<file path="src/rtl/te_pair_sequencer_pkg.sv">
// Shared constants and FSM encoding for the tracklet-engine pair sequencer.
package te_pair_sequencer_pkg;

  localparam int DEF_ADDR_W     = 6;   // per-BX stub index width (MEM_SIZE)
  localparam int DEF_BX_W       = 5;
  localparam int DEF_MAX_PAIRS  = 64;
  localparam int DEF_DONE_DELAY = 5;

  typedef enum logic {
    IDLE = 1'b0,
    RUN  = 1'b1
  } state_t;

endpackage

</file>
<file path="src/rtl/pipe_delay.sv">
// Fixed-latency shift register; flush empties the in-flight stages while still accepting din.
module pipe_delay #(
  parameter int STAGES = 5,
  parameter int WIDTH  = 2
) (
  input  logic             clk,
  input  logic             reset,
  input  logic             flush,
  input  logic [WIDTH-1:0] din,
  output logic [WIDTH-1:0] dout
);

  logic [WIDTH-1:0] pipe [STAGES];

  // NOTE: non-blocking assignments so every stage samples its neighbour's pre-edge value.
  always_ff @(posedge clk) begin
    if (reset) begin
      for (int k = 0; k < STAGES; k++) pipe[k] <= '0;
    end else begin
      pipe[0] <= din;
      for (int k = 1; k < STAGES; k++) pipe[k] <= flush ? '0 : pipe[k-1];
    end
  end

  assign dout = pipe[STAGES-1];

endmodule

</file>
<file path="src/rtl/te_pair_sequencer_counter.sv">
// Nested inner/outer index counter: j runs fastest, i advances when j wraps at n_outer-1.
module te_pair_counter #(
  parameter int ADDR_W = 6
) (
  input  logic              clk,
  input  logic              clear,
  input  logic              step,
  input  logic [ADDR_W:0]   n_inner,
  input  logic [ADDR_W:0]   n_outer,
  output logic [ADDR_W-1:0] idx_i,
  output logic [ADDR_W-1:0] idx_j,
  output logic              last
);

  logic j_wrap;

  assign j_wrap = ({1'b0, idx_j} + (ADDR_W+1)'(1)) == n_outer;
  assign last   = j_wrap && (({1'b0, idx_i} + (ADDR_W+1)'(1)) == n_inner);

  always_ff @(posedge clk) begin
    if (clear) begin
      idx_i <= '0;
      idx_j <= '0;
    end else if (step) begin
      if (j_wrap) begin
        idx_j <= '0;
        idx_i <= idx_i + ADDR_W'(1);
      end else begin
        idx_j <= idx_j + ADDR_W'(1);
      end
    end
  end

endmodule

</file>
<file path="src/rtl/te_pair_sequencer.sv">
// Per-BX (inner, outer) VMStub address walker with pair budget, stall and pipelined start/done.
module te_pair_sequencer
  import te_pair_sequencer_pkg::*;
#(
  parameter int ADDR_W     = DEF_ADDR_W,
  parameter int BX_W       = DEF_BX_W,
  parameter int MAX_PAIRS  = DEF_MAX_PAIRS,
  parameter int DONE_DELAY = DEF_DONE_DELAY
) (
  input  logic                   clk,
  input  logic                   reset,
  input  logic                   en_proc,
  input  logic [1:0]             start,
  output logic [1:0]             done,
  input  logic [5:0]             number_in_innervmstubin,
  input  logic [5:0]             number_in_outervmstubin,
  output logic [BX_W+ADDR_W-1:0] read_add_innervmstubin,
  output logic [BX_W+ADDR_W-1:0] read_add_outervmstubin,
  output logic                   pair_valid,
  output logic                   busy,
  output logic                   truncated
);

  localparam int CNT_W = ADDR_W + 1;
  localparam int PC_W  = $clog2(MAX_PAIRS + 1);

  function automatic logic [CNT_W-1:0] clamp_count(input logic [5:0] n);
    if (int'(n) > (1 << ADDR_W)) return CNT_W'(1 << ADDR_W);
    return CNT_W'(n);
  endfunction

  state_t            state;
  logic [BX_W-1:0]   bx;
  logic [CNT_W-1:0]  n_inner;
  logic [CNT_W-1:0]  n_outer;
  logic [PC_W-1:0]   pc;
  logic [ADDR_W-1:0] idx_i;
  logic [ADDR_W-1:0] idx_j;
  logic              last_pair;
  logic              budget_hit;
  logic              finish;
  logic              cnt_clear;
  logic              cnt_step;
  logic              has_pairs;

  assign has_pairs  = (number_in_innervmstubin != '0) && (number_in_outervmstubin != '0);
  assign budget_hit = pc == PC_W'(MAX_PAIRS - 1);
  // The visible pair is consumed on this edge; stop if it was the last one or used up the budget.
  assign finish     = (state == RUN) && pair_valid && (last_pair || budget_hit);
  assign cnt_clear  = reset || start[1] || start[0];
  assign cnt_step   = (state == RUN) && pair_valid && !finish;

  te_pair_counter #(.ADDR_W(ADDR_W)) u_counter (
    .clk     (clk),
    .clear   (cnt_clear),
    .step    (cnt_step),
    .n_inner (n_inner),
    .n_outer (n_outer),
    .idx_i   (idx_i),
    .idx_j   (idx_j),
    .last    (last_pair)
  );

  always_ff @(posedge clk) begin
    if (reset || start[1]) begin
      state      <= IDLE;
      bx         <= '1;
      n_inner    <= '0;
      n_outer    <= '0;
      pc         <= '0;
      pair_valid <= 1'b0;
      truncated  <= 1'b0;
    end else if (start[0]) begin
      bx         <= bx + BX_W'(1);
      n_inner    <= clamp_count(number_in_innervmstubin);
      n_outer    <= clamp_count(number_in_outervmstubin);
      pc         <= '0;
      truncated  <= (state == RUN);
      state      <= has_pairs ? RUN : IDLE;
      pair_valid <= has_pairs;
    end else begin
      truncated <= 1'b0;
      if (state == RUN) begin
        if (finish) begin
          state      <= IDLE;
          pair_valid <= 1'b0;
          pc         <= pc + PC_W'(1);
          truncated  <= !last_pair;
        end else begin
          if (pair_valid) pc <= pc + PC_W'(1);
          pair_valid <= en_proc;
        end
      end
    end
  end

  assign busy                   = (state == RUN);
  assign read_add_innervmstubin = {bx, idx_i};
  assign read_add_outervmstubin = {bx, idx_j};

  pipe_delay #(.STAGES(DONE_DELAY), .WIDTH(2)) u_done (
    .clk   (clk),
    .reset (reset),
    .flush (start[1]),
    .din   (start),
    .dout  (done)
  );

endmodule

</file>
<file path="config.mk">
export PLATFORM = sky130hd
export DESIGN_NAME = te_pair_sequencer
export DESIGN_NICKNAME = d
export VERILOG_FILES = /design/src/rtl/te_pair_sequencer_pkg.sv /design/src/rtl/pipe_delay.sv /design/src/rtl/te_pair_sequencer_counter.sv /design/src/rtl/te_pair_sequencer.sv
export SDC_FILE = /design/constraint.sdc
export NUM_CORES = 1
export LEC_CHECK = 0
export ABC_AREA = 1
export CELL_PAD_IN_SITES_DETAIL_PLACEMENT = 0
export CELL_PAD_IN_SITES_GLOBAL_PLACEMENT = 1
export CORE_ASPECT_RATIO = 1.75
export CORE_MARGIN = 3
export CORE_UTILIZATION = 33
export CTS_CLUSTER_DIAMETER = 50
export DETAILED_ROUTE_END_ITERATION = 8
export GPL_ROUTABILITY_DRIVEN = 0
export MAX_ROUTING_LAYER = met4
export PLACE_DENSITY_LB_ADDON = 0.1
export RECOVER_POWER = 100
export SYNTH_ARGS = -nofsm -noshare
export SYNTH_HDL_FRONTEND = slang
export SYNTH_SLANG_ARGS = --single-unit
</file>
<file path="constraint.sdc">
create_clock -name clk -period 1.57 [get_ports clk]
set_input_delay 0.2355 -clock clk [delete_from_list [all_inputs] [get_ports clk]]
set_output_delay 0.2355 -clock clk [all_outputs]
set_load 0.01 [all_outputs]
</file>
==> impl_metrics.yaml <==
pwr:
  clkPwrFrac: 0.411
  fin_total_pwr_mw: 2.581
  p_int_mw: 1.975
  power_switching_share: 0.2345
  p_seq_frac: 0.496
  power.switching_mw: 0.6052
  p_leak_nw: 1.578
  comb_power_share: 0.093
  peakVddDrop_uv: 501.7
  power.density_mw_per_mm2: 739.0
drt:
  routed_wl_um: 6328
  via_per_inst: 4.582
  top_layer: "met4"
  drt-pass1-iter-count: 4
  drt-initial-drc-count: 99
  wl_met3_um: 177
  wl_per_cell_um: 12.08
  drcViolationCount: 0
  wirelength_met1_um: 2609
  ant_nets: 0
  wl_met2_um: 3363
  vias: 2401
placement:
  dp_hpwl_um: 4846
  dp.cells: 511
  numPortBuffers: 43
  dpl-instance-area_mm2: 0.003191
sta:
  timing.final.ws_setup_ns: -0.2842
  setup_viol: 15
  holdWs_ns: 0.4113
  tightest_slew_ns: 0.3735
  min_period_over_period: 1.181
  drv_slew: 0
  fin_tns_setup_ns: -3.706
  fin_crit_ns: 1.854
  rsz0062_at_grt: "yes"
  finClkSkew_ns: 0.005398
  slew_headroom: 0.7510
  fmax_mhz: 539.3
  hold_viol: 0
worst_setup_path:
  crit_type: "register to register"
  slowest_stage: "dfxtp_4"
  path_max_fanout: 6
  cp_common_cell: "nand2_1"
  arrival_ns: 2.08
  path_buf_inv: 1
  path_cells: "ha_4, nand3_2, nand2_2, nand2_1, nand2_1, nand2_1, nor2_2, nand2_2, nor2_4, buf_12, nand4_4, nand2_1, nand2_1, nor2_1"
  crit_required_ns: 1.80
  path_delay_family: "simple AND/OR/NAND/NOR gates"
  cpPeakStageDelay_ns: 0.38
  critPathLaunchType: "register"
  endpoint_kind: "register"
global_route:
  grt_max_degree: 18
  grt_pass1_vias: 2346
  antenna_found_initial: 0
  grt_pass1_wl_um: 10880
  track_usage: 0.1663
  grt-ovfl-total: 0
hold_path:
  hold_path_class: "register to register"
cts:
  clock_latency_ns: 0.29
  clk_pin_slew_worst_paths_ns: 0.07
  cts_buffer_depth: 2
  h-tree-depth: 2
  cts_tree: "done"
  cts_num_sinks: 49
  cts_made_buffers: 5
  clockRootBuffer: "clkbuf_16"
finish:
  syn_to_final_growth_pct: 44.54
  nNetsFinal: 460
  drive_gt1_frac: 0.2000
  finalNonFillerCells: 524
  fin_area_mm2: 0.003492
  diodes: 0
logic_synthesis:
  async_flop_share: 0
  yosysSeqAreaShare: 0.4060
  synth_common_cells: "nand2_1, inv_1, dfxtp_1, nor2_1, a21oi_1"
  synth_ff_type: "dfxtp_1"
  ys_types: 29
  synth_largest_area_cell: "dfxtp_1"
  synth_edf_count: 0
  synth_fp_nets: 381
  ys_seq_elements: 49
  yosysMostFrequentCell: "nand2_1"
  syn-cell-area_mm2: 0.002416
  synthTopCellsByArea: "dfxtp_1, nand2_1, inv_1"
  synthCells: 360
  synth_top_area_frac: 0.4060
  synth_warnings: 0
  syn_area_per_cell_um2: 6.711
die:
  row_count: 40
  dieArea_mm2: 0.008424
  start_util: 0.3448
  fp.dieH_um: 119.2
  core-area_mm2: 0.007007
  die_x_um: 70.68
  ios: 44
outcome:
  violations: "setup timing"
  status: "finished with violations"
flow_run:
  drv_cap: 0
[cells by family after synthesis]
group                      Yosys count  synth area share
AOI/OAI and AO/OA                   46           0.09788
adders and majority gates            4           0.02072
DFF                                 49            0.4060
xor gates and xnor gates             5           0.01813
and+or+nand+nor                    188            0.3361
buffers and inverters               68            0.1212
[flip-flops by register name, summed over array words and instances (netlist names)]
signal           cells
u_done.pipe         10
pc                   7
n_inner              6
n_outer              6
u_counter.idx_i      6
u_counter.idx_j      6
bx                   5
busy                 1
pair_valid           1
truncated            1
[power by group through the flow]
stage / combinational (mW) / sequential, mW / clock [mW]
final: 0.240 / 1.28 / 1.06
after global routing: 0.270 / 1.28 / 1.14
after CTS: 0.243 / 1.28 / 1.11
after detailed placement: 0.232 / 1.31 / 0
after global placement: 0.232 / 1.31 / 0
after floorplan: 0.115 / 1.31 / 0
[path summary, 6_finish.rpt]
kind / to / startpoint / depth (start not counted) / slack, ns
worst min-delay path: u_done.pipe[0][4] / u_done.pipe[0][2] / 2 / 0.41
worst min register to register: u_done.pipe[0][4] / u_done.pipe[0][2] / 2 / 0.41
worst max register to register: u_counter.idx_i[2] / u_counter.idx_j[1] / 14 / -0.28
worst max-delay path: u_counter.idx_i[2] / u_counter.idx_j[1] / 14 / -0.28
[metal layers]
| metal | up-vias | track usage |
|---|---|---|
| met5 | - | - |
| met4 | 0 | 0.07765 |
| met3 | 11 | 0.03125 |
| met2 | 31 | 0.2791 |
| met1 | 1072 | 0.1879 |
| li1 | 1287 | - |
[repair_timing]
item                       in CTS  in global routing
gates resized for setup        16                 23
gates cloned                    1                  0
pin swaps                       6                 16
setup endpoints to repair      19                 21
buffers inserted                2                  2
hold buffers                    0                  0
[per-stage QoR]
stage                     worst slack, ns  utilization
after global routing              -0.4563       0.4984
after floorplan                  -0.09237            -
after global placement            -0.2790       0.4554
final                             -0.2842       0.4984
after detailed placement          -0.2783       0.4554
after CTS                         -0.2582       0.4889
[final cells by class]
cell class / count / area [µm²]
clock buffer: 7 / 132.6
inverter: 54 / 205.2
fill: 751 / 3515
sequential: 49 / 999.7
tap: 84 / 105.1
timing repair buffer: 85 / 755.7
multi-input combinational: 244 / 1287
clock inverter: 1 / 6.256
[worst reg2reg max path, cell delays in order, from the launching register on]
cell	delay (ns)
dfxtp_4	0.38
ha_4	0.16
nand3_2	0.06
nand2_2	0.10
nand2_1	0.06
nand2_1	0.05
nand2_1	0.07
nor2_2	0.13
nand2_2	0.08
nor2_4	0.20
buf_12	0.13
nand4_4	0.14
nand2_1	0.10
nand2_1	0.05
nor2_1	0.08
[placed cells by master, fill, tap and decap left out, types with 3 or more instances in the layout]
cell             count
a21oi_1             23
a21oi_2              3
buf_4               32
clkbuf_1             4
clkbuf_16            5
clkbuf_2             3
clkdlybuf4s50_1     34
dfxtp_1             42
dfxtp_2              3
dfxtp_4              4
dlygate4sd3_1        6
dlymetal6s2s_1       3
inv_1               49
nand2_1             89
nand2_2              5
nand2_4              3
nand3_1             18
nand3_2              5
nand4_1              6
nor2_1              42
nor2_2               6
nor3_1               3
o21ai_0             16
xor2_1               3
(Power assumes the default switching activity.)
==> edit, RTL diff (config.mk and constraints unchanged) <==
Reset style: asynchronous (`reset`), changed in one clocked block.
--- a/src/rtl/pipe_delay.sv
+++ b/src/rtl/pipe_delay.sv
@@ -13,7 +13,7 @@
   logic [WIDTH-1:0] pipe [STAGES];
 
   // NOTE: non-blocking assignments so every stage samples its neighbour's pre-edge value.
-  always_ff @(posedge clk) begin
+  always_ff @(posedge clk or posedge reset) begin
     if (reset) begin
       for (int k = 0; k < STAGES; k++) pipe[k] <= '0;
     end else begin
Check against the original RTL: differs if reset is asserted again (counterexample within 10 cycles, from zero or initial values and one cycle with reset high); with reset held inactive, the same outputs for 10 cycles.
==> edit against the original RTL <==
The flow still finishes with violations (setup timing). Worst setup slack improved by 0.045 ns. Wire length is 11% higher. Area after synthesis rose by 1.3%. Design area rose by 5.8%. Sequential cell count is the same. Power rose by 8.9%. Core utilization grew 2.5 points. Largest cell class unchanged.
==> edit: results (changes against the original RTL) <==
routing:
  num_vias: 2427  # was 2,401
  finalWirelength_um: 7010  # was 6330 µm
  drt-initial-drc-count: 49  # was 99
  drtPass1Iterations: 4  # unchanged
critical_path:
  crit_slowest_cell: "dfxtp_4"  # unchanged
  reg2reg_depth: 9  # was 14
  cp_slowest_stage_delay_ns: 0.38  # about the same
  cp_max_fo: 5  # was 6
  arrival_ns: 2.03  # was 2.08 ns
  setup.worst_path.class: "flip-flop to flip-flop"  # unchanged
  timing.rr.start: "u_counter.idx_j[1]"  # unchanged
  rr_endpoint: "u_counter.idx_i[2]"  # unchanged
clock_tree:
  cts_buffers: 5  # unchanged
  cts_max_path_buffers: 2  # unchanged
  clkTransAtPathRegs_ns: 0.07  # about the same
  htreeDepth: 2  # unchanged
  cts_root_buf: "clkbuf_16"  # unchanged
logic_synthesis:
  yosysSeqAreaShare_pct: 42.1  # was 40.6%
  synthTopCellsByArea: "dfxtp_1, nand2_1, dfrtp_1"  # was dfxtp_1, nand2_1, inv_1
  async_flop_share_pct: 20.4  # was 0%
  syn_avg_cell_area_um2: 7.27  # was 6.71 µm²
  synth_common_cells: "nand2_1, dfxtp_1, inv_1"  # was nand2_1, inv_1, dfxtp_1
  post_synth_num_cell_types: 33  # was 29
  syn_nets: 358  # was 381
timing:
  setup-violations-final: 15  # unchanged
  layout_setup_ws_ns: -0.239  # was -0.284 ns
  fin_tns_setup_ns: -2.72  # was -3.71 ns
  tightest_slew_ns: 0.385  # was 0.374 ns
  fin_skew_ns: 0.00367  # was 0.00540 ns
global_routing:
  grt_pass1_wl_um: 11200  # was 10,900 µm
  grt_max_degree: 17  # was 18
  grt_usage_pct: 17.3  # was 16.6%
  antenna_found_initial: 0  # unchanged
final_layout:
  drive_gt1_share_pct: 29.7  # was 20.0%
  largest_reg_flops: 8  # was 10
  diodes: 0  # unchanged
  reg.largest.list: "u_done.pipe (8), pc (7)"  # was u_done.pipe (10), pc (7)
  fin_cells: 505  # was 524
  finish.net_count: 441  # was 460
power_and_ir_drop:
  p_switching_w: 0.000658  # was 0.000605 W
  leakage_nw: 1.64  # was 1.58 nW
  ir_worst_vdd_v: 0.000448  # was 0.000502 V
placement:
  dp.cells: 492  # was 511
  dp_hpwl_um: 5290  # was 4850 µm
  portBuffers: 43  # unchanged
hold_path:
  hp-class: "primary input to async pin"  # was flip-flop to flip-flop
status:
  status: "complete, but fails checks"  # unchanged
  violations: "setup timing"  # unchanged
[edit: changes by cell type after synthesis, moves of 3 or more]
cell	unedited run	this run
dfrtp_1	0	10
a21oi_1	26	32
nand2_1	93	88
dfxtp_1	49	39
inv_1	51	37
nor2_1	48	34
or2_2	0	3
nand4_1	6	10
[edit: how the worst max path moves through the flow]
stage / from / end / slack, ns
floorplan: u_counter.idx_j[0] / u_counter.idx_i[3] / -0.11
global placement: u_counter.idx_i[0] / u_counter.idx_j[2] / -0.20
detailed placement: u_counter.idx_j[0] / u_counter.idx_i[1] / -0.20
CTS: u_counter.idx_j[0] / pair_valid / -0.21
global route: u_counter.idx_j[0] / u_counter.idx_i[0] / -0.31
finish: u_counter.idx_j[1] / u_counter.idx_i[2] / -0.24
[edit: critical path, delay by kind of cell (launching register included)]
| family | cells | cell delay (ns) |
|---|---|---|
| AO/OA/AOI/OAI | 1 | 0.12 |
| XOR/XNOR | 1 | 0.33 |
| buffers and inverters | 2 | 0.23 |
| flip-flops | 1 | 0.38 |
| AND/OR/NAND/NOR | 5 | 0.69 |
[edit: logic make-up after synthesis]
kind of cell / after synthesis / synth area share (%)
flip-flops: 49 / 42.1
XOR/XNOR: 7 / 3.12
AND/OR/NAND/NOR: 173 / 33.0
AO/OA/AOI/OAI: 47 / 9.76
adder cells (fa/ha/maj): 4 / 2.04
buffers and inverters: 57 / 9.96
[edit: area by class of cell]
class	instances	area, µm²
Multi-Input combinational cell	233	1390
Tap cell	84	105
Timing Repair Buffer	88	812
Sequential cell	49	1050
Clock inverter	3	46.3
Fill cell	690	3360
Inverter	43	169
Clock buffer	5	125
[edit: metrics by stage]
step	setup slack (ns)	total power [W]	hold WS (ns)	instance area (µm²)
final	-0.239	0.00281	0.390	3690
after global routing	-0.314	0.00291	0.431	3690
after CTS	-0.213	0.00284	0.267	3490
after detailed placement	-0.205	0.00157	0.450	3260
after global placement	-0.199	0.00157	0.439	3260
after floorplan	-0.110	0.00145	0.0757	2480
[edit: power groups by stage]
stage | logic, W | registers [W] | clock network [W]
global placement | 0.000246 | 0.00132 | 0
global route | 0.000284 | 0.00130 | 0.00133
detailed placement | 0.000246 | 0.00133 | 0
finish | 0.000256 | 0.00129 | 0.00126
floorplan | 0.000123 | 0.00132 | 0
CTS | 0.000251 | 0.00129 | 0.00130
[edit: what timing repair did]
action / in CTS / in global routing
pin swaps: 0 / 21
resized for setup: 14 / 57
hold buffers: 0 / 0
gates cloned: 1 / 1
endpoints found under the setup margin: 21 / 26
buffers inserted: 1 / 2
[edit: layer usage]
layer | GRT usage [%] | wire (µm) | vias to the layer above
met5 | - | 0 | -
met4 | 7.41 | 252 | 0
met3 | 2.68 | 201 | 17
met2 | 33.3 | 3950 | 39
met1 | 16.5 | 2600 | 1125
li1 | - | - | 1246
